### src/rtl/seq_memory_ctrl_if.sv
`default_nettype none
// ============================================================================
// Module      : seq_memory_ctrl_if
// Description : Button-side controls and RAM-side strobes/pointers/flags of
//               the Simon Says sequence memory controller.
// Revision    : 1.0 - initial release
// ============================================================================
interface seq_memory_ctrl_if #(
    parameter int PTR_W = 5
);
    logic             button;
    logic             mode;
    logic             clear;
    logic             rewind;
    logic             w_en;
    logic [PTR_W-1:0] w_addr;
    logic             r_en;
    logic [PTR_W-1:0] r_addr;
    logic [PTR_W-1:0] w_ptr;
    logic [PTR_W-1:0] r_ptr;
    logic             fifo_full;
    logic             fifo_empty;
    logic             replay_done;

    modport master (
        output button, mode, clear, rewind,
        input  w_en, w_addr, r_en, r_addr, w_ptr, r_ptr,
        input  fifo_full, fifo_empty, replay_done
    );

    modport slave (
        input  button, mode, clear, rewind,
        output w_en, w_addr, r_en, r_addr, w_ptr, r_ptr,
        output fifo_full, fifo_empty, replay_done
    );
endinterface
`default_nettype wire

### src/rtl/seq_memory_ctrl.sv
`default_nettype none
// ============================================================================
// Module      : seq_memory_ctrl
// Description : Pointer/flag controller for the sequence RAM. Converts each
//               button press into one registered write or read strobe.
//               Define SEQ_REPLAY_EN for looping playback with replay_done.
// Revision    : 1.0 - initial release
// ============================================================================
module seq_memory_ctrl #(
    parameter int DEPTH = 30,
    parameter int PTR_W = $clog2(DEPTH + 1)
) (
    input  wire logic          clk,
    input  wire logic          reset,
    seq_memory_ctrl_if.slave   bus
);

    localparam logic [PTR_W-1:0] C_DEPTH = PTR_W'(DEPTH);
    localparam logic [PTR_W-1:0] C_ONE   = PTR_W'(1);

    typedef enum logic [0:0] {
        ST_RELEASED = 1'b0,
        ST_PRESSED  = 1'b1
    } state_t;

    state_t           state_q, state_d;
    logic [PTR_W-1:0] w_ptr_q, w_ptr_d;
    logic [PTR_W-1:0] r_ptr_q, r_ptr_d;
    logic [PTR_W-1:0] w_addr_q, w_addr_d;
    logic [PTR_W-1:0] r_addr_q, r_addr_d;
    logic             w_en_q, w_en_d;
    logic             r_en_q, r_en_d;
`ifdef SEQ_REPLAY_EN
    logic             replay_done_q, replay_done_d;
`endif

    logic w_press;
    logic w_full;
    logic w_empty;

    assign w_press = (state_q == ST_RELEASED) && bus.button;
    assign w_full  = (w_ptr_q == C_DEPTH);
`ifdef SEQ_REPLAY_EN
    assign w_empty = (w_ptr_q == '0);
`else
    assign w_empty = (r_ptr_q == w_ptr_q);
`endif

    always_ff @(posedge clk or negedge reset) begin
        if (!reset) begin
            state_q  <= ST_RELEASED;
            w_ptr_q  <= '0;
            r_ptr_q  <= '0;
            w_addr_q <= '0;
            r_addr_q <= '0;
            w_en_q   <= 1'b0;
            r_en_q   <= 1'b0;
`ifdef SEQ_REPLAY_EN
            replay_done_q <= 1'b0;
`endif
        end else begin
            state_q  <= state_d;
            w_ptr_q  <= w_ptr_d;
            r_ptr_q  <= r_ptr_d;
            w_addr_q <= w_addr_d;
            r_addr_q <= r_addr_d;
            w_en_q   <= w_en_d;
            r_en_q   <= r_en_d;
`ifdef SEQ_REPLAY_EN
            replay_done_q <= replay_done_d;
`endif
        end
    end

    always_comb begin
        state_d  = state_q;
        w_ptr_d  = w_ptr_q;
        r_ptr_d  = r_ptr_q;
        w_addr_d = w_addr_q;
        r_addr_d = r_addr_q;
        w_en_d   = 1'b0;
        r_en_d   = 1'b0;
`ifdef SEQ_REPLAY_EN
        replay_done_d = 1'b0;
`endif

        case (state_q)
            ST_RELEASED: if (bus.button)  state_d = ST_PRESSED;
            ST_PRESSED:  if (!bus.button) state_d = ST_RELEASED;
            default:                      state_d = ST_RELEASED;
        endcase

        // The FSM advances regardless; clear/rewind only suppress the action.
        if (bus.clear) begin
            w_ptr_d  = '0;
            r_ptr_d  = '0;
            w_addr_d = '0;
            r_addr_d = '0;
        end else begin
            if (bus.rewind) begin
                r_ptr_d = '0;
            end
            if (w_press && bus.mode && !w_full) begin
                w_en_d   = 1'b1;
                w_addr_d = w_ptr_q;
                w_ptr_d  = w_ptr_q + C_ONE;
            end else if (w_press && !bus.mode && !bus.rewind && !w_empty) begin
                r_en_d   = 1'b1;
                r_addr_d = r_ptr_q;
`ifdef SEQ_REPLAY_EN
                if (r_ptr_q == w_ptr_q - C_ONE) begin
                    r_ptr_d       = '0;
                    replay_done_d = 1'b1;
                end else begin
                    r_ptr_d = r_ptr_q + C_ONE;
                end
`else
                r_ptr_d = r_ptr_q + C_ONE;
`endif
            end
        end
    end

    assign bus.w_en       = w_en_q;
    assign bus.w_addr     = w_addr_q;
    assign bus.r_en       = r_en_q;
    assign bus.r_addr     = r_addr_q;
    assign bus.w_ptr      = w_ptr_q;
    assign bus.r_ptr      = r_ptr_q;
    assign bus.fifo_full  = w_full;
    assign bus.fifo_empty = w_empty;
`ifdef SEQ_REPLAY_EN
    assign bus.replay_done = replay_done_q;
`else
    assign bus.replay_done = 1'b0;
`endif

endmodule
`default_nettype wire

### src/flat_wrapper.sv
// flat-port wrapper written by rule: the top's interface ports become plain ports
module seq_memory_ctrl_flat 
#(
    parameter int DEPTH = 30,
    parameter int PTR_W = $clog2(DEPTH + 1)
)
  (clk, reset, bus_button, bus_mode, bus_clear, bus_rewind, bus_w_en, bus_w_addr, bus_r_en, bus_r_addr, bus_w_ptr, bus_r_ptr, bus_fifo_full, bus_fifo_empty, bus_replay_done);
  seq_memory_ctrl_if #(.PTR_W(PTR_W)) bus_i ();
  input  wire logic clk;
  input  wire logic reset;
  input wire logic [$bits(bus_i.button)-1:0] bus_button;
  input wire logic [$bits(bus_i.mode)-1:0] bus_mode;
  input wire logic [$bits(bus_i.clear)-1:0] bus_clear;
  input wire logic [$bits(bus_i.rewind)-1:0] bus_rewind;
  output wire logic [$bits(bus_i.w_en)-1:0] bus_w_en;
  output wire logic [$bits(bus_i.w_addr)-1:0] bus_w_addr;
  output wire logic [$bits(bus_i.r_en)-1:0] bus_r_en;
  output wire logic [$bits(bus_i.r_addr)-1:0] bus_r_addr;
  output wire logic [$bits(bus_i.w_ptr)-1:0] bus_w_ptr;
  output wire logic [$bits(bus_i.r_ptr)-1:0] bus_r_ptr;
  output wire logic [$bits(bus_i.fifo_full)-1:0] bus_fifo_full;
  output wire logic [$bits(bus_i.fifo_empty)-1:0] bus_fifo_empty;
  output wire logic [$bits(bus_i.replay_done)-1:0] bus_replay_done;
  assign bus_i.button = bus_button;
  assign bus_i.mode = bus_mode;
  assign bus_i.clear = bus_clear;
  assign bus_i.rewind = bus_rewind;
  assign bus_w_en = bus_i.w_en;
  assign bus_w_addr = bus_i.w_addr;
  assign bus_r_en = bus_i.r_en;
  assign bus_r_addr = bus_i.r_addr;
  assign bus_w_ptr = bus_i.w_ptr;
  assign bus_r_ptr = bus_i.r_ptr;
  assign bus_fifo_full = bus_i.fifo_full;
  assign bus_fifo_empty = bus_i.fifo_empty;
  assign bus_replay_done = bus_i.replay_done;
  seq_memory_ctrl #(.DEPTH(DEPTH), .PTR_W(PTR_W)) u_core (.clk(clk), .reset(reset), .bus(bus_i));
endmodule
### config.mk
export PLATFORM = sky130hd
export DESIGN_NAME = seq_memory_ctrl_flat
export DESIGN_NICKNAME = d
export VERILOG_FILES = /design/src/rtl/seq_memory_ctrl_if.sv /design/src/rtl/seq_memory_ctrl.sv /design/src/flat_wrapper.sv
export SDC_FILE = /design/constraint.sdc
export NUM_CORES = 1
export LEC_CHECK = 0
export CORE_MARGIN = 4
export CORE_UTILIZATION = 51
export CTS_CLUSTER_DIAMETER = 100
export DETAILED_ROUTE_END_ITERATION = 16
export PLACE_DENSITY = 0.83
export SYNTH_ARGS = -nofsm -noshare
export SYNTH_HDL_FRONTEND = slang
export SYNTH_SLANG_ARGS = --single-unit
export TNS_END_PERCENT = 30
### constraint.sdc
create_clock -name clk -period 3 [get_ports clk]
set_clock_uncertainty 0.15 [all_clocks]
set_input_delay 0.75 -clock clk [delete_from_list [all_inputs] [get_ports clk]]
set_output_delay 0.75 -clock clk [all_outputs]
set_load 0.005 [all_outputs]
==> flow_summary.yaml, run 1 <==
outcome:
  status: "completed"
critical_path:
  worst_r2r_endpoint: "u_core.bus.r_ptr[1]"
  critPathTopFamily: "buffers and inverters"
  reg2regPathDepth: 5
  max_stage_delay_ps: 520
  end_kind: "output port"
  crit_buf_inv: 1
  path_class: "reg -> out"
  r2r-start: "u_core.bus.w_ptr[3]"
  slowest_stage: "clkdlybuf4s50_1"
  path_max_fanout: 8
  crit_path_cell_trace: "xor2_1, nor2_2, and2_1, clkdlybuf4s50_1"
  start_kind: "flip-flop"
  ff2ff_setup_slack_ps: 1110
  cp.depth: 4
  crit_required_ps: 2100
  arrival_ps: 1980
timing:
  finalHoldViolCount: 0
  setup_tns_ps: 0
  worst_slack_ps: 125
  rsz0062_at_grt: "false"
  setup_viol: 0
  finalCritPeriodShare_pct: 95.8
  maxSlewViolCount: 0
  whs_ps: 377
  clock.fmax_ghz: 0.348
  finalCriticalPeriod_ps: 2880
synth:
  muxShareOfSynthArea_pct: 7.47
  ys_seq_area_share_pct: 47.7
  synth_area_per_cell_um2: 10.1
  yosys.area_share.xor_xnor_pct: 6.54
  synth-simple-area-share_pct: 25.1
  synthTopCellsByArea: "dfrtp_1 (48%), mux2i_1 (7.5%), xor2_1 (5.8%)"
  synth_top_area_cell: "dfrtp_1"
  yosysWarnings: 0
  synth_area_um2: 1210
  syn_inst: 119
  synthAdderAreaFrac_pct: 3.11
  ys_types: 29
  synth_compound_area_share_pct: 6.85
  synth_nets: 128
  synth_top_family_by_area: "simple AND/OR/NAND/NOR gates"
  synth.top_cell.area_share_pct: 47.7
  ys_ff_latch: 23
power:
  p_leak_nw: 0.653
  internal_power_mw: 0.389
  power_density_nw_per_um2: 327
  clockPowerShare_pct: 27.3
  p_sw_mw: 0.121
  switching_share_pct: 23.7
  vdd.ir_drop.worst_mv: 0.229
  seqPwrFrac_pct: 62.1
  power_mw: 0.510
  combPwrFrac_pct: 10.6
cts:
  clock_tree.root_cell: "clkbuf_4"
  hold_buffers: 0
  cts_buffer_depth: 2
  cts_tree: "yes"
  clock_latency_ps: 300
  clock-sinks: 23
  clk_pin_slew_ps: 120
  cts_made_buffers: 3
  cts_max_level: 1
die:
  die-width_um: 56.6
  dieArea_um2: 3210
  initial_core_util_pct: 54.0
  rows: 17
  die-height_um: 56.6
  io_pins: 31
  core_um2: 2230
global_routing:
  grt_pass1_vias: 973
  antenna_found_initial: 0
  grt_overflow: 0
  grt_max_degree: 24
  grt_pass1_wl_um: 4570
  grtUsageTotal_pct: 17.9
detailed_routing:
  wl_um: 2620
  wl_per_cell_um: 14.7
  detail-route-antenna-nets: 0
  routed-via-count: 974
  avgViaCountPerCell: 5.47
  drc: 0
  drtIter0Drc: 25
  first_pass_iters: 4
flow_run:
  drv_cap: 0
hold_path:
  min_path_type: "reg -> reg"
  min_path_cells: 2
  hold_path_end: "u_core.bus.w_addr[1]"
  hold_path.startpoint: "u_core.bus.w_addr[1]"
placement:
  place_inst: 174
  numPortBuffers: 29
  routabilityCongestion: 0.799
  pre_cts_slack_ps: 373
  hpwl_um: 1940
finish:
  antenna_cells: 0
  nets: 160
  syn_to_final_growth_pct: 29.3
  drive_gt1_share_pct: 6.67
  fillers: 186
  fin_cells: 178
[power groups by stage]
stage	Combinational, mW	Sequential [mW]	Clock, mW
final	0.0541	0.317	0.139
after CTS	0.0542	0.317	0.147
after detailed placement	0.0540	0.323	0
after floorplan	0.0255	0.322	0
after global placement	0.0527	0.323	0
after global routing	0.0596	0.318	0.163
[worst min-delay path: stages, from the launching register on]
cell and delay (ps):
dfrtp_1 390, nand2_1 50, a21oi_1 50
[through the flow]
| step | area (µm²) | utilization, % |
|---|---|---|
| global placement | 1530 | 68.5 |
| finish | 1560 | 69.8 |
| global route | 1560 | 69.8 |
| detailed placement | 1530 | 68.5 |
| floorplan | 1210 | - |
| CTS | 1560 | 69.7 |
[cell type report]
cell class	count	area, µm²	share of cell area, %
clock buffer	4	26.3	1.69
inverter	3	11.3	0.722
multi-input combinational	88	598	38.4
sequential	23	576	36.9
tap	28	35.0	2.25
timing repair buffer	32	313	20.1
[cell usage in the layout (no fill, tap or decap), types with 3 or more instances in the layout]
cell type        synthesis  final
or3_1                    3      3
a21oi_1                  8      8
mux2i_1                  9      9
nand2_1                 14     14
nor2_1                   8      7
nand4_1                  5      5
clkbuf_4                 0      3
xor2_1                   8      8
buf_4                    1      3
and2_1                   4      4
clkdlybuf4s50_1          0     29
ha_1                     3      3
inv_1                    3      3
nand3b_1                 6      6
dfrtp_1                 23     23
nand2b_1                 5      5
[how the worst max path moves through the flow]
stage / slack (ps) / start / endpoint
finish: 120 / u_core.bus.r_ptr[2] / bus_fifo_empty
global route: 30 / u_core.bus.r_ptr[2] / bus_fifo_empty
CTS: 10 / u_core.bus.r_ptr[2] / bus_fifo_empty
detailed placement: 370 / bus_button / u_core.bus.r_ptr[1]
global placement: 410 / u_core.bus.r_ptr[0] / bus_fifo_empty
floorplan: 930 / u_core.bus.r_ptr[1] / bus_fifo_empty
[synth_stat cells]
| cell type | number |
|---|---|
| nor3_2 | 1 |
| inv_1 | 3 |
| nor3b_1 | 1 |
| buf_2 | 1 |
| conb_1 | 1 |
| clkbuf_1 | 3 |
| a211oi_4 | 1 |
| or3_1 | 3 |
| nand4b_1 | 1 |
| o211ai_1 | 2 |
| a21oi_1 | 8 |
| and2_1 | 4 |
| nand2b_1 | 5 |
| and3b_1 | 1 |
| buf_4 | 1 |
| nor2_1 | 8 |
| and3_1 | 1 |
| nand4_1 | 5 |
| mux2i_1 | 9 |
| or3b_2 | 1 |
| nand2_1 | 14 |
| nand3_1 | 2 |
| nand3b_1 | 6 |
| ha_1 | 3 |
| dfrtp_1 | 23 |
| xnor2_1 | 1 |
| or3b_1 | 1 |
| a211oi_1 | 1 |
| xor2_1 | 8 |
[metal layers]
layer / track usage [%] / wire (µm)
met5: 0 / 0
met4: 5.08 / 18
met3: 2.99 / 131
met2: 29.7 / 1320
met1: 23.9 / 1150
[state kept, by name (all words and copies together), names as in the netlist]
signal	count
u_core.bus.r_en	1
u_core.bus.w_ptr	5
u_core.bus.r_addr	5
u_core.state_q	1
u_core.bus.w_en	1
u_core.bus.r_ptr	5
u_core.bus.w_addr	5
[cell families after synthesis]
group | Yosys count
compound gates | 12
flops | 23
fa+ha+maj | 3
simple gates | 54
xor+xnor | 9
buf+inv | 8
mux | 9
other cells | 1
[repair_timing]
action / CTS / global route
setup buffers: 0 / 0
endpoints found under the setup margin: 0 / 1
resized for setup: 0 / 1
No activity file was read; power rests on OpenSTA's default activity.
==> inputs of run 2 (changes only) <==
CORE_UTILIZATION = 44   (was 51)
CTS_BUF_LIST = sky130_fd_sc_hd__clkbuf_2 sky130_fd_sc_hd__clkbuf_4 sky130_fd_sc_hd__clkbuf_8   (was unset)
PLACE_DENSITY = 0.73   (was 0.83)
==> run 2 against run 1 <==
Net effect: global-route usage down 0.21 points; sequential power about the same; via count up 2.4%; worst setup slack better by 44 ps; total power up 3.2%; highest routed layer unchanged; critical path type unchanged; critical endpoint is now bus_fifo_full; largest power group unchanged; routed wire length up 11%; cell area up 2.4%.
==> flow_summary.yaml, run 2 (same netlist as run 1, synthesis figures left out) <==
critical_path:
  arrival_ps: 1930
  path_max_fanout: 7
  cpMostUsedCell: "inv_1"
  start_kind: "flip-flop"
  crit_required_ps: 2100
  max_stage_delay_ps: 500
  slowest_stage: "dfrtp_1"
  end_kind: "output port"
  crit_path_cell_trace: "inv_1, ha_1, nand4_1, inv_1, clkdlybuf4s50_1"
  path_class: "reg -> out"
timing:
  rsz0062_at_grt: "false"
  finalCritPeriodShare_pct: 94.4
  setup_tns_ps: 0
  whs_ps: 385
  worst_slack_ps: 168
  maxSlewViolCount: 0
  finalCriticalPeriod_ps: 2830
  setup_viol: 0
  finalHoldViolCount: 0
  clock.fmax_ghz: 0.353
cts:
  hold_buffers: 0
  clk_pin_slew_ps: 130
  clock-sinks: 23
  cts_made_buffers: 3
  cts_buffer_depth: 2
  clock_tree.root_cell: "clkbuf_4"
  cts_max_level: 1
  clock_latency_ps: 320
  cts_tree: "yes"
global_routing:
  grt_overflow: 0
  grt_pass1_vias: 998
  grtUsageTotal_pct: 17.7
  antenna_found_initial: 0
  grt_pass1_wl_um: 4730
  grt_max_degree: 24
die:
  die-width_um: 60.4
  core_um2: 2540
  io_pins: 31
  initial_core_util_pct: 47.4
  rows: 18
  dieArea_um2: 3640
  die-height_um: 60.4
placement:
  numPortBuffers: 29
  hpwl_um: 2040
  placed_area_um2: 1540
  pre_cts_slack_ps: 337
  routabilityCongestion: 0.801
detailed_routing:
  detail-route-antenna-nets: 0
  avgViaCountPerCell: 5.45
  first_pass_iters: 4
  routed-via-count: 997
  drc: 0
  wl_per_cell_um: 15.9
  wl_um: 2910
  drtIter0Drc: 33
finish:
  layout_commonest_cell: "clkdlybuf4s50_1"
  nets: 163
  design_area_um2: 1600
  final_util_pct: 62.7
  drive_gt1_share_pct: 9.15
  syn_to_final_growth_pct: 32.4
  antenna_cells: 0
  final_cell_mix: "clkdlybuf4s50_1 (29), dfrtp_1 (23), nand2_1 (14)"
power:
  clockPowerShare_pct: 28.6
  switching_share_pct: 25.9
  internal_power_mw: 0.390
  seqPwrFrac_pct: 60.0
  power_density_nw_per_um2: 330
  p_leak_nw: 0.677
  vdd.ir_drop.worst_mv: 0.195
  p_sw_mw: 0.137
  combPwrFrac_pct: 11.3
flow_run:
  drv_cap: 0
outcome:
  status: "completed"
hold_path:
  min_path_type: "reg -> reg"
==> run 2: cell types whose count changed in the layout (fill, tap and decap cells not counted) <==
cell      delta
buf_4        +3
clkbuf_1     -1
clkinv_2     +1
nor2_2       -1
nor2_4       +1
nor3_2       -1
nor3_4       +1
==> run 2: area by class of cell <==
type / count / area, µm²
fillers: 215 / 948
multi-input cells: 88 / 609
flip-flops and latches: 23 / 576
repair buffers: 35 / 335
well taps: 30 / 37.5
clock buffers: 3 / 22.5
inverters: 3 / 11.3
clock inverters: 1 / 5.00
==> run 2: metal layers <==
layer	vias to the layer above	GRT usage (%)	wire length [µm]
met5	-	0	0
met4	0	9.18	72
met3	7	3.62	165
met2	35	27.9	1440
met1	482	23.0	1230
li1	473	-	-
==> run 2: worst paths after layout <==
path                                      start              endpoint  slack, ps  cells after the start
setup reg to reg            u_core.bus.w_ptr[4]   u_core.bus.r_ptr[1]       1080                      5
hold / removal             u_core.bus.w_addr[1]  u_core.bus.w_addr[1]        390                      2
setup / recovery            u_core.bus.w_ptr[0]         bus_fifo_full        170                      5
max in group asynchronous                 reset       u_core.bus.w_en       1860                      2
min in group asynchronous                 reset        u_core.state_q        610                      2
hold reg to reg            u_core.bus.w_addr[1]  u_core.bus.w_addr[1]        390                      2
==> run 2: critical path, delay by kind of cell (launching register included) <==
kind                       cells  cell delay [ps]
adders and majority gates      1              170
and+or+nand+nor                1              230
DFF                            1              500
buffers and inverters          3              710
==> run 2: power groups by stage <==
| stage | Combinational, mW | Clock, mW | Sequential [mW] |
|---|---|---|---|
| 4_1_cts | 0.0578 | 0.152 | 0.316 |
| 3_3_place_gp | 0.0546 | 0 | 0.322 |
| 6_report | 0.0597 | 0.151 | 0.316 |
| 2_1_floorplan | 0.0255 | 0 | 0.322 |
| 5_1_grt | 0.0657 | 0.170 | 0.317 |
| 3_5_place_dp | 0.0565 | 0 | 0.322 |
==> run 2: through the flow <==
stage               power, mW  cells
finish                  0.527    183
global route            0.553    183
CTS                     0.526    181
detailed placement      0.379    177
global placement        0.377    177
floorplan               0.348    119
==> run 2: what timing repair did <==
action,CTS,global route
cloned,0,0
gates resized for setup,2,1
endpoints found under the setup margin,1,1
pin swaps,0,1
setup buffers,0,2
